## src/rtl/pc_seq_pkg.sv

```systemverilog
// Shared types and constants for the fetch-stage program-counter sequencer.
package pc_seq_pkg;

  localparam int unsigned PC_D         = 10;
  localparam int unsigned PC_LUT_AW    = 4;
  localparam int unsigned PC_STK_DEPTH = 4;

  localparam logic [PC_D-1:0] PC_RESET = '0;

  typedef enum logic [1:0] {
    IDLE,
    RUN,
    HALTED
  } state_t;

  typedef enum logic [2:0] {
    NPC_HOLD,
    NPC_INC,
    NPC_ABS,
    NPC_REL,
    NPC_POP
  } npc_sel_t;

endpackage

```

## src/rtl/pc_sequencer_if.sv

```systemverilog
// Control/LUT/status bundle between the fetch decoder (master) and the PC sequencer (slave).
interface pc_sequencer_if
  import pc_seq_pkg::*;
#(
  parameter int unsigned D      = PC_D,
  parameter int unsigned LUT_AW = PC_LUT_AW
);

  logic              start;
  logic              stall;
  logic              halt_req;
  logic              branch_en;
  logic              rel_en;
  logic              call_en;
  logic              ret_en;
  logic [LUT_AW-1:0] lut_idx;
  logic [LUT_AW-1:0] lut_addr;
  logic [D-1:0]      lut_target;
  logic [D-1:0]      pc;
  logic              busy;
  logic              done;
  logic              err;

  modport master (
    output start, stall, halt_req, branch_en, rel_en, call_en, ret_en,
    output lut_idx, lut_target,
    input  lut_addr, pc, busy, done, err
  );

  modport slave (
    input  start, stall, halt_req, branch_en, rel_en, call_en, ret_en,
    input  lut_idx, lut_target,
    output lut_addr, pc, busy, done, err
  );

endinterface

```

## src/rtl/pc_ret_stack.sv

```systemverilog
// Return-address LIFO; a push when full or a pop when empty leaves the stack unchanged.
module pc_ret_stack #(
  parameter int unsigned D     = 10,
  parameter int unsigned DEPTH = 4
) (
  input  logic         clk,
  input  logic         reset_n,
  input  logic         push,
  input  logic         pop,
  input  logic [D-1:0] push_data,
  output logic [D-1:0] top,
  output logic         full,
  output logic         empty
);

  localparam int unsigned CW = $clog2(DEPTH + 1);
  localparam int unsigned PW = (DEPTH > 1) ? $clog2(DEPTH) : 1;

  logic [D-1:0]  mem [DEPTH];
  logic [CW-1:0] cnt_q;

  assign full  = (cnt_q == CW'(DEPTH));
  assign empty = (cnt_q == '0);
  assign top   = empty ? '0 : mem[PW'(cnt_q - CW'(1))];

  always_ff @(posedge clk) begin
    if (!reset_n) begin
      cnt_q <= '0;
    end else if (push && !full) begin
      mem[PW'(cnt_q)] <= push_data;
      cnt_q           <= cnt_q + CW'(1);
    end else if (pop && !empty) begin
      cnt_q <= cnt_q - CW'(1);
    end
  end

endmodule

```

## src/rtl/pc_sequencer.sv

```systemverilog
// Fetch-stage PC controller: IDLE/RUN/HALTED sequencing with increment, jumps, call and return.
// Optional return stack enabled by defining PC_RET_STACK_EN.
module pc_sequencer
  import pc_seq_pkg::*;
#(
  parameter int unsigned D = PC_D
) (
  input logic            clk,
  input logic            reset_n,
  pc_sequencer_if.slave  bus
);

  state_t       state_q, state_d;
  npc_sel_t     npc_sel;
  logic         pc_clr;
  logic [D-1:0] pc_q, pc_d;
  logic         busy_q, done_q;

`ifdef PC_RET_STACK_EN
  logic         stk_push, stk_pop, stk_full, stk_empty;
  logic [D-1:0] stk_top;
  logic         err_set, err_q;

  pc_ret_stack #(
    .D     (D),
    .DEPTH (PC_STK_DEPTH)
  ) u_ret_stack (
    .clk       (clk),
    .reset_n   (reset_n),
    .push      (stk_push),
    .pop       (stk_pop),
    .push_data (pc_q + D'(1)),
    .top       (stk_top),
    .full      (stk_full),
    .empty     (stk_empty)
  );

  assign bus.err = err_q;
`else
  assign bus.err = 1'b0;
`endif

  assign bus.lut_addr = bus.lut_idx;
  assign bus.pc       = pc_q;
  assign bus.busy     = busy_q;
  assign bus.done     = done_q;

  // Phase sequencing and per-cycle next-PC decision
  always_comb begin
    state_d = state_q;
    npc_sel = NPC_HOLD;
    pc_clr  = 1'b0;
`ifdef PC_RET_STACK_EN
    stk_push = 1'b0;
    stk_pop  = 1'b0;
    err_set  = 1'b0;
`endif
    unique case (state_q)
      IDLE, HALTED: begin
        if (bus.start) begin
          state_d = RUN;
          pc_clr  = 1'b1;
        end
      end
      RUN: begin
        if (bus.halt_req) begin
          state_d = HALTED;
        end else if (bus.stall) begin
          npc_sel = NPC_HOLD;
`ifdef PC_RET_STACK_EN
        end else if (bus.ret_en) begin
          // A return with nothing to return to just falls through
          if (stk_empty) begin
            npc_sel = NPC_INC;
            err_set = 1'b1;
          end else begin
            npc_sel = NPC_POP;
            stk_pop = 1'b1;
          end
        end else if (bus.call_en) begin
          npc_sel = NPC_ABS;
          if (stk_full) err_set  = 1'b1;
          else          stk_push = 1'b1;
`else
        end else if (bus.call_en) begin
          npc_sel = NPC_ABS;
`endif
        end else if (bus.branch_en) begin
          npc_sel = bus.rel_en ? NPC_REL : NPC_ABS;
        end else begin
          npc_sel = NPC_INC;
        end
      end
      default: state_d = IDLE;
    endcase
  end

  // Next-PC mux; all arithmetic wraps modulo 2**D
  always_comb begin
    pc_d = pc_q;
    if (pc_clr) begin
      pc_d = D'(PC_RESET);
    end else begin
      case (npc_sel)
        NPC_INC: pc_d = pc_q + D'(1);
        NPC_ABS: pc_d = bus.lut_target;
        NPC_REL: pc_d = pc_q + bus.lut_target;
`ifdef PC_RET_STACK_EN
        NPC_POP: pc_d = stk_top;
`endif
        default: pc_d = pc_q;
      endcase
    end
  end

  always_ff @(posedge clk) begin
    if (!reset_n) begin
      state_q <= IDLE;
      pc_q    <= D'(PC_RESET);
      busy_q  <= 1'b0;
      done_q  <= 1'b0;
    end else begin
      state_q <= state_d;
      pc_q    <= pc_d;
      busy_q  <= (state_d == RUN);
      done_q  <= (state_d == HALTED);
    end
  end

`ifdef PC_RET_STACK_EN
  always_ff @(posedge clk) begin
    if (!reset_n) err_q <= 1'b0;
    else          err_q <= err_q | err_set;
  end
`endif

endmodule

```

## src/flat_wrapper.sv

```systemverilog
// flat-port wrapper written by rule: the top's interface ports become plain ports
module pc_sequencer_flat import pc_seq_pkg::*;
#(
  parameter int unsigned D = PC_D
)
  (clk, reset_n, bus_start, bus_stall, bus_halt_req, bus_branch_en, bus_rel_en, bus_call_en, bus_ret_en, bus_lut_idx, bus_lut_target, bus_lut_addr, bus_pc, bus_busy, bus_done, bus_err);
  pc_sequencer_if #(.D(D), .LUT_AW(4)) bus_i ();
  input logic clk;
  input logic reset_n;
  input wire logic [$bits(bus_i.start)-1:0] bus_start;
  input wire logic [$bits(bus_i.stall)-1:0] bus_stall;
  input wire logic [$bits(bus_i.halt_req)-1:0] bus_halt_req;
  input wire logic [$bits(bus_i.branch_en)-1:0] bus_branch_en;
  input wire logic [$bits(bus_i.rel_en)-1:0] bus_rel_en;
  input wire logic [$bits(bus_i.call_en)-1:0] bus_call_en;
  input wire logic [$bits(bus_i.ret_en)-1:0] bus_ret_en;
  input wire logic [$bits(bus_i.lut_idx)-1:0] bus_lut_idx;
  input wire logic [$bits(bus_i.lut_target)-1:0] bus_lut_target;
  output wire logic [$bits(bus_i.lut_addr)-1:0] bus_lut_addr;
  output wire logic [$bits(bus_i.pc)-1:0] bus_pc;
  output wire logic [$bits(bus_i.busy)-1:0] bus_busy;
  output wire logic [$bits(bus_i.done)-1:0] bus_done;
  output wire logic [$bits(bus_i.err)-1:0] bus_err;
  assign bus_i.start = bus_start;
  assign bus_i.stall = bus_stall;
  assign bus_i.halt_req = bus_halt_req;
  assign bus_i.branch_en = bus_branch_en;
  assign bus_i.rel_en = bus_rel_en;
  assign bus_i.call_en = bus_call_en;
  assign bus_i.ret_en = bus_ret_en;
  assign bus_i.lut_idx = bus_lut_idx;
  assign bus_i.lut_target = bus_lut_target;
  assign bus_lut_addr = bus_i.lut_addr;
  assign bus_pc = bus_i.pc;
  assign bus_busy = bus_i.busy;
  assign bus_done = bus_i.done;
  assign bus_err = bus_i.err;
  pc_sequencer #(.D(D)) u_core (.clk(clk), .reset_n(reset_n), .bus(bus_i));
endmodule
```

## config.mk

```make
export PLATFORM = sky130hd
export DESIGN_NAME = pc_sequencer_flat
export DESIGN_NICKNAME = d
export VERILOG_FILES = /design/src/rtl/pc_seq_pkg.sv /design/src/rtl/pc_sequencer_if.sv /design/src/rtl/pc_ret_stack.sv /design/src/rtl/pc_sequencer.sv /design/src/flat_wrapper.sv
export SDC_FILE = /design/constraint.sdc
export NUM_CORES = 1
export LEC_CHECK = 0
export CAP_MARGIN = 20
export CORE_MARGIN = 2
export CORE_UTILIZATION = 48
export CTS_BUF_LIST = sky130_fd_sc_hd__clkbuf_8 sky130_fd_sc_hd__clkbuf_16
export DETAILED_ROUTE_END_ITERATION = 16
export HOLD_SLACK_MARGIN = 0.03
export PLACE_DENSITY = 0.85
export RECOVER_POWER = 50
export SLEW_MARGIN = 20
export SYNTH_ARGS = -nofsm -noshare
export SYNTH_HDL_FRONTEND = slang
export SYNTH_SLANG_ARGS = --single-unit
```

## constraint.sdc

```tcl
create_clock -name clk -period 7.4 [get_ports clk]
set_input_delay 1.48 -clock clk [delete_from_list [all_inputs] [get_ports clk]]
set_output_delay 1.48 -clock clk [all_outputs]
set_load 0.005 [all_outputs]
```

# Word-level counts from Yosys, hierarchy flattened
# Index checks and enable logic that the tools add are counted.
# op_classes
eq_ne,7
muxes,12
n_addsub,2
n_reduce_logical,4
bitwise,1
# op_table
cell,n
10-bit case mux with 3 select lines,1
3-bit two-way mux,5
"10-bit by 1-bit adder with 10-bit output, second input constant",1
10-bit adder,1
"3-bit by 2-bit equality test with 1-bit output, second input constant",2
"2-bit by 1-bit equality test with 1-bit output, second input constant",2
"2-bit equality test, second input constant",2
2-bit two-way mux,2
2-bit case mux with 2 select lines,1
2-bit OR reduction,2
"3-bit by 1-bit equality test with 1-bit output, second input constant",1
1-bit two-way mux,3
3-bit nonzero test,1
2-bit logical NOT,1
1-bit NOT,1
# word_totals
input_bits,23
register_bits,14
output_inout_bits,17

# Longest topological paths before layout
# logic_depth
word_depth,8
depth_mapped,11

# Least setup slack after synthesis
# No wires, ideal clock.
# synth_path
kind,input -> register
startpoint,input bus_halt_req
endpoint,register u_core.pc_q[6] (netlist: u_core.bus.pc[6])
n_path_buf,1
t_arrival_ns,4.115
stages,11
t_required_ns,7.285
setup_slack_ns,3.171
cell_sequence,or4b_4 -> nor3_2 -> buf_4 -> nand3b_1 -> ha_1 -> fa_1 -> a21o_1 -> a311o_1 -> a21oi_1 -> xor2_1 -> a2111oi_0
# synth_via
elab_chain_len,4
elab_cells_between_ends,7
# synth_rtl
item,line_no,text
"start, declared",flat_wrapper.sv:12,input wire logic [$bits(bus_i.halt_req)-1:0] bus_halt_req;
3-bit two-way mux *,pc_sequencer.sv:66,if (bus.halt_req) begin
3-bit two-way mux *,pc_sequencer.sv:58,unique case (state_q)
3-bit by 2-bit equality test with 1-bit output or 3-bit by 1-bit equality test with 1-bit output (tied branches),pc_sequencer.sv:104,case (npc_sel)
10-bit case mux with 3 select lines or 3-bit nonzero test (tied branches),--,
"end signal, assigned",pc_sequencer.sv:119,pc_q <= D'(PC_RESET);
"end signal, assigned",pc_sequencer.sv:124,pc_q <= pc_d;
"end, declared",pc_sequencer.sv:16,"logic [D-1:0] pc_q, pc_d;"
# Every way passes the cells marked *; elsewhere a longest branch is shown, timed or not.
# A chain may end at the register's enable or synchronous reset.

# Worst setup path in the final report
# Ends and elaborated chain as after synthesis.

==> out/metrics.yaml <==
ys_warn_count: 0
avgSynthCellArea_sq_um: 8.27
final_nets: 194
slew_headroom: 0.506
end_kind: "register"
drtIter0Drc: 36
path_clk_slew_ns: 0.06
hold_violations: 0
gp_congestion: 0.845
grt_pass1_wl_mm: 4.71
ys_ff_latch: 14
port_buffers: 29
viasPerCell: 6.09
fin_tns_setup_ns: 0
hold_path.class: "register to register"
post_drt_wl_per_cell_microns: 15.2
ioPinCount: 40
cts_resized: 0
drtAntennaViolNets: 0
tightestPinTransition_ns: 0.739
dieArea_sq_um: 2730
gr-max-usage-layer: "met2"
die-height_microns: 52.2
ys_seq_area_frac: 0.251
final_cell_mix: "clkdlybuf4s50_1 (17), a21oi_1 (14), dfxtp_1 (14), dlygate4sd3_1 (12)"
critical_path_buf_inv_count: 1
core_area_sq_um: 2210
leakagePower_nw: 0.619
cts_setup_buffers: 0
final_util: 0.648
drc: 0
period_minus_slack_ns: 5.09
first_pass_iters: 4
synth.net_count: 168
numCtsBuffers: 3
routed_wl_mm: 2.83
vias: 1139
hold_buffers: 0
worst_clock_skew_ns: 0.00342
drv_slew: 0
path_max_fanout: 12
fillers: 204
fp.dieW_microns: 52.2
path_delay_family: "simple AND/OR/NAND/NOR gates"
cts_root_buf: "clkbuf_8"
start_util: 0.505
start_kind: "primary input"
clkLatencyLatePin_ns: 0.25
worst_path_max_delay_cell: "or4b_4"
fmax_mhz: 196
grt_pass1_vias: 1089
area_growth_pct: 28.5
grtUsageMet3: 0.0429
synth_cell_type_count: 40
rsz0062_at_grt: "false"
grtUsageMet1: 0.274
total_power_mw: 0.173
synthesis.area_sq_um: 1120
final_common_cell: "clkdlybuf4s50_1"
path_cells: "clkdlybuf4s50_1 > or4b_4 > nor3_2 > nand3b_1 > ha_1 > fa_1 > a21o_1 > a311o_1 > a21oi_1 > xor2_1 > a2111oi_0"
antenna_cells: 0
timing.final.crit_share: 0.688
max_stage_delay_ns: 0.64
maxCapViolations: 0
status: "complete, no violations"
cts_tree: "yes"
grt.met2_usage: 0.399
critPathKind: "primary input to register"
cp.arrival_ns: 5.22
setup_viol: 0
ir_worst_vdd_uv: 83.8
drive_above_1_share: 0.0503
grt_usage: 0.231
crit_required_ns: 7.53
grt_max_degree: 13
syn-instance-count: 135
powerDensity_nw_per_um2: 120
dp_hpwl_mm: 2.14
cts_max_level: 1
grt_overflow: 0
grt_antenna_before_repair: 0
cts_max_path_buffers: 2
clock_sinks: 14
rows: 17
-- worst paths after layout --
path | cells after the start | end | start | slack [ns]
setup reg to reg | 10 | u_core.bus.pc[6]$_SDFFE_PP0P_ | u_core.state_q[1]$_SDFF_PN0_ | 3.66
hold reg to reg | 2 | u_core.bus.pc[2]$_SDFFE_PP0P_ | u_core.bus.pc[2]$_SDFFE_PP0P_ | 0.48
hold / removal | 2 | u_core.bus.pc[2]$_SDFFE_PP0P_ | u_core.bus.pc[2]$_SDFFE_PP0P_ | 0.48
setup / recovery | 11 | u_core.bus.pc[6]$_SDFFE_PP0P_ | bus_halt_req | 2.31
-- cell usage after synthesis --
cell type   n  area (sq um)
nand2_1     8          30.0
nand3_1     2          10.0
ha_1        9           113
nor4_1      1          6.26
xor2_1      3          26.3
a221oi_1    1          8.76
buf_4       6          45.0
o21a_1      3          22.5
nand2b_1    3          18.8
nor4b_1     1          8.76
xnor2_1     3          26.3
a22oi_1     1          7.51
a311o_1     1          10.0
nor2_1     10          37.5
dfxtp_1    14           280
a21boi_0    2          15.0
a21oi_1    14          70.1
or4b_4      1          13.8
nand4_1     2          12.5
o31ai_2     1          12.5
conb_1      1          3.75
o22ai_1     2          12.5
a21o_1      3          22.5
a211oi_1    3          22.5
a311oi_1    1          8.76
fa_1        1          20.0
o211ai_1    2          15.0
and2_1      4          25.0
nor3_1      3          15.0
nor3b_1     1          7.51
nand3b_1    1          7.51
and3_1     10          62.6
o21ai_0     4          20.0
nor2b_1     2          12.5
or3_1       1          6.26
nand3_2     1          10.0
mux2i_1     4          40.0
nor3_2      1          10.0
a2111oi_0   1          8.76
clkbuf_1    3          11.3
-- kinds of logic after synthesis --
logic type / after synthesis / share of synthesized area
compound gates: 39 / 0.230
xor+xnor: 6 / 0.0471
fa+ha+maj: 10 / 0.119
buf+inv: 9 / 0.0504
flops: 14 / 0.251
mux: 4 / 0.0359
other cells: 1 / 0.00336
simple gates: 52 / 0.263
-- state kept, by name (all words and copies together) (netlist names) --
| register | count |
|---|---|
| u_core.bus.pc | 10 |
| u_core.bus.done | 1 |
| u_core.bus.busy | 1 |
| u_core.state_q | 2 |
-- metrics by stage --
stage | worst slack, ns | hold slack [ns] | cells | cell area [sq um]
floorplan | 3.17 | 0.465 | 135 | 1120
global placement | 2.19 | 0.472 | 184 | 1390
detailed placement | 2.05 | 0.476 | 184 | 1390
CTS | 2.30 | 0.483 | 187 | 1430
global route | 2.13 | 0.501 | 187 | 1430
finish | 2.31 | 0.479 | 187 | 1430
-- power breakdown --
group          internal [mW]  leakage [nW]  total (mW)  switching, mW
logic                 0.0156         0.484      0.0298         0.0142
registers             0.0775         0.114      0.0791        0.00160
clock network         0.0361        0.0216      0.0636         0.0276
total                  0.129         0.619       0.173         0.0434
-- final cells by class --
class,instances,area [sq um],area share
sequential,14,280,0.195
clock buffer,3,41.3,0.0288
multi-input combinational,112,779,0.544
timing repair buffer,30,298,0.208
tap,28,35.0,0.0244
-- layer usage --
metal	part of all wire	up-vias
met1	0.42	538
met2	0.49	43
met3	0.071	8
met5	0	-
li1	-	550
met4	0.019	0
-- worst register-to-register path: cells and delay by family, from the launching register on --
| kind | cells | cell delay (ns) |
|---|---|---|
| DFF | 1 | 0.34 |
| AOI/OAI and AO/OA | 4 | 1.15 |
| and+or+nand+nor | 3 | 1.38 |
| xor gates and xnor gates | 1 | 0.09 |
| adders and majority gates | 2 | 0.66 |
(Power assumes the default switching activity.)
